$ cat src/rtl/param_updown_counter.sv
// Parametrised synchronous up/down counter with clear, clamped load, wrap/saturate
// modes, combinational terminal count and a registered one-cycle wrap pulse.
module param_updown_counter #(
   parameter int WIDTH    = 4,
   parameter int MODULUS  = 2**WIDTH,
   parameter bit SATURATE = 1'b0
) (
   input  logic             CLK,
   input  logic             ResetN,
   input  logic             Clr,
   input  logic             Load,
   input  logic [WIDTH-1:0] D,
   input  logic             En,
   input  logic             DNUP,
   output logic [WIDTH-1:0] Q,
   output logic             TC,
   output logic             Wrap
);

   localparam logic [WIDTH-1:0] MAX_VAL = WIDTH'(MODULUS - 1);
   localparam logic [WIDTH-1:0] ONE     = WIDTH'(1);

   logic             at_max;
   logic             at_zero;
   logic [WIDTH-1:0] q_nxt;
   logic             wrap_nxt;

   assign at_max  = (Q == MAX_VAL);
   assign at_zero = (Q == '0);
   assign TC      = En & (DNUP ? at_zero : at_max);

   always_comb begin
      q_nxt    = Q;
      wrap_nxt = 1'b0;
      if (Clr) begin
         q_nxt = '0;
      end else if (Load) begin
         // Out-of-range load values clamp so Q never leaves 0..MODULUS-1
         q_nxt = (D > MAX_VAL) ? MAX_VAL : D;
      end else if (En) begin
         if (!DNUP) begin
            if (!at_max) begin
               q_nxt = Q + ONE;
            end else if (!SATURATE) begin
               q_nxt    = '0;
               wrap_nxt = 1'b1;
            end
         end else begin
            if (!at_zero) begin
               q_nxt = Q - ONE;
            end else if (!SATURATE) begin
               q_nxt    = MAX_VAL;
               wrap_nxt = 1'b1;
            end
         end
      end
   end

   always_ff @(posedge CLK or negedge ResetN) begin
      if (!ResetN) begin
         Q    <= '0;
         Wrap <= 1'b0;
      end else begin
         Q    <= q_nxt;
         Wrap <= wrap_nxt;
      end
   end

endmodule

$ cat config.mk
export PLATFORM = sky130hd
export DESIGN_NAME = param_updown_counter
export DESIGN_NICKNAME = d
export VERILOG_FILES = /design/src/rtl/param_updown_counter.sv
export SDC_FILE = /design/constraint.sdc
export NUM_CORES = 1
export LEC_CHECK = 0
export CORE_AREA = 4 4 41 43
export DETAILED_ROUTE_END_ITERATION = 16
export DIE_AREA = 0 0 45 47
export GPL_ROUTABILITY_DRIVEN = 0
export PLACE_DENSITY = 0.65
export REMOVE_ABC_BUFFERS = 1
export SKIP_LAST_GASP = 1
export SYNTH_ARGS = -nofsm -noshare
export SYNTH_HDL_FRONTEND = slang
export SYNTH_SLANG_ARGS = --single-unit
$ cat constraint.sdc
create_clock -name CLK -period 1.6 [get_ports CLK]
set_clock_uncertainty 0.05 [all_clocks]
set_input_delay 0.16 -clock CLK [delete_from_list [all_inputs] [get_ports CLK]]
set_output_delay 0.16 -clock CLK [all_outputs]
set_load 0.02 [all_outputs]
==> reports/results.txt <==
The detail route stage leaves a number of antenna-violating nets equal to 0. The count of vias placed by the detailed router was 454; the number of failing setup endpoints in the final timing report was 2. The startpoint identified for the worst register-to-register timing path is Q[0]$_DFFE_PN0P_. At the pin with the least slew margin, the transition time is 349.3 ps. From bottom edge to top edge, the die measures 47 um. The die covers 0.002115 mm^2. The TritonCTS sink count is 5, and the initial core utilization is 0.3058.

Setup repair after global routing could not meet its margin everywhere. Clock tree synthesis selected as its root buffer the cell clkbuf_4. The checks that failed: negative setup slack. The share of Yosys cell area claimed by the top area cell type was 0.3145; the source-to-sink clock delay at the later pin of the worst-skew pair was 240 ps. The area added between synthesis and finish was 90.25%; the maximum number of pins on one net before global-route repair was 11.

The synthesized netlist occupies a cell area of 397.9 um^2. The data arrival time of the critical path is 1550 ps, and the TritonCTS buffer count is 3. The most repeated cell in the gate-level netlist after synthesis was a21oi_1. In the post-synthesis netlist, the biggest area contributors are dfrtp_1, ha_1, a21oi_1.

Dividing the detail-routed via count by the number of cells gives 4.830. The filler cell count in the final layout was 132; the fraction of the yosys area taken by sequential cells was 0.3145. For the worst hold-check slack, the log shows 89.11 ps.

The net switching power figure came out at 148.0 uW. The switching fraction of total power is 0.3060. The number of different library cells in the post-synthesis netlist is 24. In this run the tool buffered the top-level ports with 15 buffer cells. In this run the core area contains 13 standard-cell rows. The number of flip-flops and latches in the synthesized netlist was 5; the initial DRC count was 6. After the last flow step, the layout net total stands at 93. The core area is 0.001301 mm^2. Yosys printed 0 warnings. The run gives 3 as the first-pass detailed-route iteration total. The tightest slew margin relative to the limit is 0.7664, and the cell-internal power is 335.8 uW.

The path type of the worst min-delay path was in2async. The average footprint of a synthesized cell was 8.120 um^2. The part of the total power dissipated in sequential elements is 0.289, and the final setup TNS is -163.1 ps. For the number of pins with negative max-slew slack in the final report, the log shows 0. The die is 45 um wide. In this run the deepest clock path goes through 2 buffers. The peak clock frequency supported by timing is 0.5688 GHz. The most common flop cell mapped by yosys was dfrtp_1.

The worst-case IR drop observed on VDD is 0.5201 mV. In the routed design, unresolved DRC markers number 0. The area taken by multi-input logic gates was 307.8 um^2; the leftover overflow at the end of global routing was 0. The combinational share of power is 0.414. In this run the power density over the cells is 639.2 mW/mm^2. The tools report the setup slack of the critical path after layout as -158.2 ps. Across all register-to-register paths, the minimum setup slack is 30 ps. The run gives 0 as the number of buffers added to fix hold violations after cts.

TritonCTS built the clock tree. The tools report the endpoint of the lowest-slack register-to-register path as Q[2]$_DFFE_PN0P_. The wire length of the first global-routing pass was 1849 um; the storage element area was 125.1 um^2. Sorting the synthesized cells by how often they occur yields a21oi_1, dfrtp_1, nor2_1. The sum of net half-perimeters after detailed placement is 846.2 um, and the final critical-path share of the clock period is 1.099. The fraction of final layout cells sized beyond drive strength 1 works out to 0.3924. Once placement finished, the instance area stood at 634.4 um^2. Element type at the critical path start: a register. The clock network fraction of design power is 0.297, and the critical path data required time is 1390 ps. The repair_antennas step left the layout with diodes totalling 0. After clock tree synthesis, the clock-pin slew on the worst setup and hold paths is 40 ps. The all-layer global routing usage was 0.1262; the reported leakage power was 0.3297 nW.

The run gives 461 as the number of global-route vias before repair. The worst setup path category was reg2out. The worst setup path is captured at a primary output. Final-report hold violation count: 0. After detailed routing, the average wire length per cell comes to 12.89 um. The maximum fanout along the worst path is 2, and the initial antenna violation count is 0. The biggest area contributor in the post-synthesis netlist is dfrtp_1. The number of enable-type register cells in the synthesized netlist was 0; the total wire length was 1212 um. The tool flagged a number of max-cap violations equal to 0. The cell depth of the worst flop-to-flop path works out to 8. 16 I/O pins were placed.

The finished cells cover 757.0 um^2. The tools report the count of mapped cells out of synthesis as 49. The flow ran to the end, but the final reports show violations. The final critical delay including setup and external delays works out to 1758 ps. The tools report the depth of the CTS H-tree as 1. The proportion of synthesized flip-flops having asynchronous set or reset was 1.000.
[how the worst max path moves through the flow]
stage,startpoint,endpoint,slack [ps],cells after the start
after global routing,Q[0]$_DFFE_PN0P_,TC,-220,6
after CTS,Q[1]$_DFFE_PN0P_,TC,-180,6
after floorplan,Q[1]$_DFFE_PN0P_,Wrap$_DFF_PN0_,-250,6
after detailed placement,DNUP,TC,-460,5
after global placement,DNUP,TC,-420,5
final,Q[0]$_DFFE_PN0P_,TC,-160,6
[worst max-delay path, cell delays in order (launching register included)]
cell	delay [ps]
dfrtp_1	380
inv_2	80
ha_4	130
nand2b_1	70
or3_4	350
a21oi_4	160
buf_6	130
[power by group through the flow]
stage          sequential, mW  clock (mW)  combinational (mW)
2_1_floorplan           0.159           0              0.0566
3_3_place_gp            0.141           0               0.162
5_1_grt                 0.141       0.160               0.218
6_report                0.140       0.144               0.200
4_1_cts                 0.139       0.150               0.179
3_5_place_dp            0.141           0               0.164
[layer usage]
metal	global-route usage	vias to the layer above	wire length [um]
met2	0.2147	14	625
met3	0.06513	0	91
met4	0.05263	0	0
met1	0.1313	209	496
li1	-	231	-
met5	0	-	0
[flip-flops by register name, indices dropped and copies added, names as in the netlist]
signal / cells
Q: 4
Wrap: 1
[cell usage in the layout, fill, tap and decap left out, drive strengths merged, types with 2 or more instances in the layout]
cell	count
nor3	2
ha	3
dfrtp	5
a31oi	2
a21oi	7
o21ai	3
clkdlybuf4s50	13
buf	14
clkbuf	4
xnor2	2
inv	5
nor2	5
[logic make-up after synthesis]
kind of cell    after synthesis  synth area share
fa+ha+maj                     3           0.09435
buf+inv                       8           0.07859
compound gates               16            0.2453
mux                           1           0.02830
flops                         5            0.3145
simple gates                 14            0.1950
xor+xnor                      2           0.04403
[repair_timing]
action | in CTS | in global routing
endpoints found under the setup margin | 2 | 4
setup buffers | 3 | 4
pin swaps | 2 | 7
gates resized for setup | 11 | 15
[final cells by class]
| class | count | area share |
|---|---|---|
| clock buffer | 4 | 0.03471 |
| inverter | 6 | 0.03140 |
| multi-input combinational | 36 | 0.4066 |
| sequential | 5 | 0.1653 |
| tap | 15 | 0.02479 |
| timing repair buffer | 28 | 0.3372 |
[through the flow]
stage / setup slack (ps) / util / std cells / total power [mW]
after floorplan: -245.7 / - / 47 / 0.2154
after global placement: -420.9 / 0.4875 / 87 / 0.3028
after detailed placement: -458.5 / 0.4875 / 87 / 0.3045
after CTS: -178.4 / 0.5413 / 94 / 0.4681
after global routing: -222.4 / 0.5817 / 94 / 0.5190
final: -158.2 / 0.5817 / 94 / 0.4838
Power figures use the tool's default switching activity.
==> RTL change 1 (config.mk and constraints unchanged) <==
Change the parameter `WIDTH` from 4 to 2.
--- a/src/rtl/param_updown_counter.sv
+++ b/src/rtl/param_updown_counter.sv
@@ -2,5 +2,5 @@
 // modes, combinational terminal count and a registered one-cycle wrap pulse.
 module param_updown_counter #(
-   parameter int WIDTH    = 4,
+   parameter int WIDTH    = 2,
    parameter int MODULUS  = 2**WIDTH,
    parameter bit SATURATE = 1'b0
Interface: changed (resized D and Q); port bits go from 16 to 12. The function was not compared with the original's and may differ.
==> RTL change 1 against the original RTL <==
- die area stayed put
- count of clock-buffer cells in the layout stayed put
- non-clock buffer count is 12 lower
- clock power is 9.7% lower
- worst hold slack worse by 0.028 ns
- synthesized area is 50% lower
- total power is 38% lower
- setup slack better by 0.22 ns
- routed wire length is 59% lower
- cell area is 48% lower
- largest cell class is now non-clock buffers
- sequential cell count is 2 lower
- fmax is 15% higher
- largest power group is now clock
- critical path depth is 4 lower
- final cell count is 39% lower
==> RTL change 1: results (changes against the original RTL) <==
metric,value,unit,change
yosys_warnings,0,,unchanged
placed_cell_area,366.6,um^2,-42%
clk_path_buf_depth,2,,unchanged
num_antenna_cells,0,,unchanged
clkSlewWorstSetupHoldPaths,0.04,ns,about the same
final_layout_size_suffix_gt1_share,26.19,%,-13 points
dr.pass1.iters,2,,-1
synthArstFlopShare,100.0,%,unchanged
worstPathArrival,1.32,ns,-0.23 ns
yosysSeqAreaShare,37.50,%,+6.1 points
synthTopCellsByCount,"3 x dfrtp_1, 3 x inv_1, 3 x nand2_1",,
antenna_found_initial,0,,unchanged
worstMarginPinSlew,0.2115,ns,-0.1378 ns
r2r_cells,5,,-3
yosysUniqueCellTypes,14,,-42%
largestRegisters,"Q: 2 flops, Wrap: 1 flops",,
place_ws,-0.1783,ns,+0.2801 ns
grt_usage,5.692,%,-6.9 points
dp_cells,53,,-39%
ys.flop_type,dfrtp_1,,
grt_max_degree,7,,-4
worstSkewPairLatency,0.23,ns,
wl_per_cell,8.719,um,-32%
grt_pass1_wl,738,um,-60%
p_leak,0.1834,nW,-44%
worstPathMaxFanout,4,,+2
hold_path.class,input port to async pin,,
drt_first_iter_violations,1,,-5
port_buffers,11,,-4
hpwlAfterDp,421.6,um,-50%
largest_register_ffs,2,,-2
cts-buffers-inserted,3,,unchanged
fill_cells,160,,+21%
outcome,completed,,
worst_ir_drop_vdd,0.0002908,V,-44%
post-cts-setup-buffer-count,0,,-3
wl,497,um,-59%
synth_area_leaders,"dfrtp_1 38%, ha_1 13%, a211o_1 8.8%",,
cts-htree-levels,1,,unchanged
avgViaCountPerCell,3.702,,-23%
postCtsResizedCells,4,,-7
first_global_vias,187,,-59%
synthCells,22,,-55%
## RTL change 1: routing by layer
layer | vias up | wire [um] | track usage [%]
li1 | 115 | - | -
met1 | 87 | 208 | 5.239
met2 | 7 | 227 | 7.062
met3 | 2 | 53 | 4.598
met4 | 0 | 7 | 7.018
met5 | - | 0 | 0
## RTL change 1: metrics by stage
step,utilization (%),total power [mW]
after detailed placement,28.17,0.1714
after CTS,29.81,0.3058
after global placement,28.17,0.1709
final,30.29,0.3001
after global routing,30.29,0.3263
after floorplan,-,0.1194
## RTL change 1: path summary, 6_finish.rpt
kind	start	to	slack, ns
max	Q[1]$_DFFE_PN0P_	Q[1]	0.07
min	ResetN	Wrap$_DFF_PN0_	0.06
max reg2reg	Q[0]$_DFFE_PN0P_	Q[1]$_DFFE_PN0P_	0.19
min reg2reg	Q[0]$_DFFE_PN0P_	Q[0]$_DFFE_PN0P_	0.60
max in group asynchronous	ResetN	Q[0]$_DFFE_PN0P_	1.30
min in group CLK	D[1]	Q[1]$_DFFE_PN0P_	0.45
## RTL change 1: power breakdown
group | switching (mW) | internal, mW | total (mW) | leakage, nW
Clock | 0.0368 | 0.0933 | 0.130 | 0.0150
Sequential | 0.00461 | 0.0809 | 0.0855 | 0.0396
Combinational | 0.0337 | 0.0508 | 0.0845 | 0.129
Total | 0.0752 | 0.225 | 0.300 | 0.183
## RTL change 1: worst max-delay path: stages (launching register included)
cell and delay (ns):
dfrtp_1 0.39, buf_4 0.12, clkdlybuf4s50_1 0.58
## RTL change 1: area by class of cell
type	instances	share of cell area (%)
repair buffers	16	36.83
inverters	3	2.857
multi-input cells	16	29.84
clock buffers	4	6.667
well taps	15	4.762
flip-flops and latches	3	19.05
## RTL change 1: cells by family after synthesis
kind of cell	Yosys count	synth area share [%]
AO/OA/AOI/OAI	5	20.01
XOR/XNOR	1	4.376
adder cells (fa/ha/maj)	2	12.50
buffers and inverters	3	5.625
flip-flops	3	37.50
AND/OR/NAND/NOR	8	20.00
==> RTL change 2 (config.mk and constraints unchanged) <==
Without the edit above. Register the output `Wrap` once more, with the module's reset; this adds one clock of latency there. The other outputs are not delayed to match.
--- a/src/rtl/param_updown_counter.sv
+++ b/src/rtl/param_updown_counter.sv
@@ -20,4 +20,6 @@
    localparam logic [WIDTH-1:0] MAX_VAL = WIDTH'(MODULUS - 1);
    localparam logic [WIDTH-1:0] ONE     = WIDTH'(1);
+
+   logic Wrap_s0;
 
    logic             at_max;
@@ -60,8 +62,16 @@
       if (!ResetN) begin
          Q    <= '0;
-         Wrap <= 1'b0;
+         Wrap_s0 <= 1'b0;
       end else begin
          Q    <= q_nxt;
-         Wrap <= wrap_nxt;
+         Wrap_s0 <= wrap_nxt;
+      end
+   end
+
+   always_ff @(posedge CLK or negedge ResetN) begin
+      if (!ResetN) begin
+         Wrap <= '0;
+      end else begin
+         Wrap <= Wrap_s0;
       end
    end
Formal check against the unedited RTL: not equivalent (a bounded check fails within 4 cycles, from zero or initial values and one cycle with ResetN low).
==> RTL change 2 against the original RTL <==
- the run still ends with setup timing left
- cell area fell by 5.0%
- total power down 0.24%
- combinational power decreased by 9%
- core utilization is 2.9 points lower
- setup slack worse by 0.024 ns
- routed wire length shrank 4.8%
- sequential cell count up 1
- fmax down 1.4%
- synthesized area rose by 6.3%
- highest routed layer unchanged
==> RTL change 2: results (changes against the original RTL) <==
metric,value,unit,change
place_ws,-0.4445,ns,+0.01398 ns
grt_max_degree,9,,-2
synth_area_leaders,"dfrtp_1 36%, ha_1 8.9%, a21oi_1 7.1%",,
reg2reg_slack,0.06,ns,+0.03 ns
avgViaCountPerCell,4.856,,+0.53%
vias,437,,-3.7%
dr.pass1.iters,4,,+1
first_global_vias,466,,+1.1%
worst_slack,-0.1823,ns,-0.02413 ns
outcome,finished with violations,,
worstPathArrival,1.57,ns,+0.02 ns
synth_compound_area_share,22.78,%,-1.7 points
wl_per_cell,12.82,um,-0.55%
syn_avg_cell_area,8.458,um^2,+4.2%
grt_pass1_wl,1842,um,-0.38%
grt_usage,12.56,%,-0.059 points
dp_cells,86,,-1.1%
worst_ir_drop_vdd,0.0003926,V,-25%
port_buffers,15,,unchanged
synth_xor_area_share,4.142,%,-0.26 points
failed_checks,setup timing,,
finalSetupViolations,1,,-1
yosysSeqAreaShare,35.50,%,+4.1 points
yosysUniqueCellTypes,25,,+4.2%
synthAdderAreaFrac,8.876,%,-0.56 points
synthMuxAreaShare,2.663,%,-0.17 points
fill_cells,138,,+4.5%
drt_first_iter_violations,7,,+1
nNetsFinal,90,,-3.2%
final_layout_size_suffix_gt1_share,29.33,%,-9.9 points
p_leak,0.3269,nW,-0.85%
synthTopCellsByCount,"6 x a21oi_1, 6 x dfrtp_1, 5 x inv_1",,
largestRegisters,"Q: 4 flops, Wrap: 1 flops, Wrap_s0: 1 flops",,
max_slew_margin,77.76,%,+1.1 points
setup_tns,-0.1823,ns,-0.01917 ns
## RTL change 2: worst register-to-register path, cell delays in order (launching register included)
cell and delay (ns):
dfrtp_1 0.38, inv_2 0.09, ha_4 0.15, nand2b_4 0.05, or3_4 0.36, a21boi_2 0.17
nor3b_2 0.20
## RTL change 2: layout make-up
type	count	area [um^2]	area share, %
Clock buffer	3	22.52	3.130
Sequential cell	6	150.1	20.87
Multi-Input combinational cell	36	284.0	39.48
Timing Repair Buffer	24	221.5	30.78
Tap cell	15	18.77	2.609
Inverter	6	22.52	3.130
## RTL change 2: path summary, 6_finish.rpt
path	start	to	cells after the start
min in group CLK	Wrap_s0$_DFF_PN0_	Wrap$_DFF_PN0_	0
worst min register to register	Wrap_s0$_DFF_PN0_	Wrap$_DFF_PN0_	0
max in group asynchronous	ResetN	Q[2]$_DFFE_PN0P_	1
worst max-delay path	Q[1]$_DFFE_PN0P_	TC	6
worst max register to register	Q[1]$_DFFE_PN0P_	Wrap_s0$_DFF_PN0_	6
worst min-delay path	ResetN	Wrap$_DFF_PN0_	1
## RTL change 2: report_power, final
| part | switching [mW] | internal [mW] | total [mW] |
|---|---|---|---|
| clock network | 0.0497 | 0.0845 | 0.134 |
| logic | 0.0830 | 0.0994 | 0.182 |
| registers | 0.00516 | 0.161 | 0.166 |
| total | 0.138 | 0.345 | 0.483 |
## RTL change 2: routing by layer
metal / GRT usage [%] / routed length [um]
met1: 14.35 / 510
met2: 19.21 / 571
met3: 7.663 / 71
met4: 4.678 / 0
met5: 0 / 0
## RTL change 2: timing repair
item | CTS | global route
hold buffers | 0 | 0
pin swaps | 0 | 5
gates resized for setup | 7 | 9
cloned | 0 | 0
buffers inserted | 0 | 2
setup endpoints to repair | 1 | 3
## RTL change 2: logic make-up after synthesis
| family | count (synthesis) |
|---|---|
| adders and majority gates | 3 |
| xor gates and xnor gates | 2 |
| AOI/OAI and AO/OA | 16 |
| buffers and inverters | 8 |
| and+or+nand+nor | 14 |
| muxes | 1 |
| DFF | 6 |
## RTL change 2: per-stage QoR
step	utilization, %	hold slack, ns	instance area [um^2]
after floorplan	-	-0.1856	415.4
after global placement	49.52	0.2854	644.4
after detailed placement	49.52	0.2855	644.4
after CTS	51.54	0.1034	670.6
after global routing	55.29	0.1116	719.4
final	55.29	0.1075	719.4
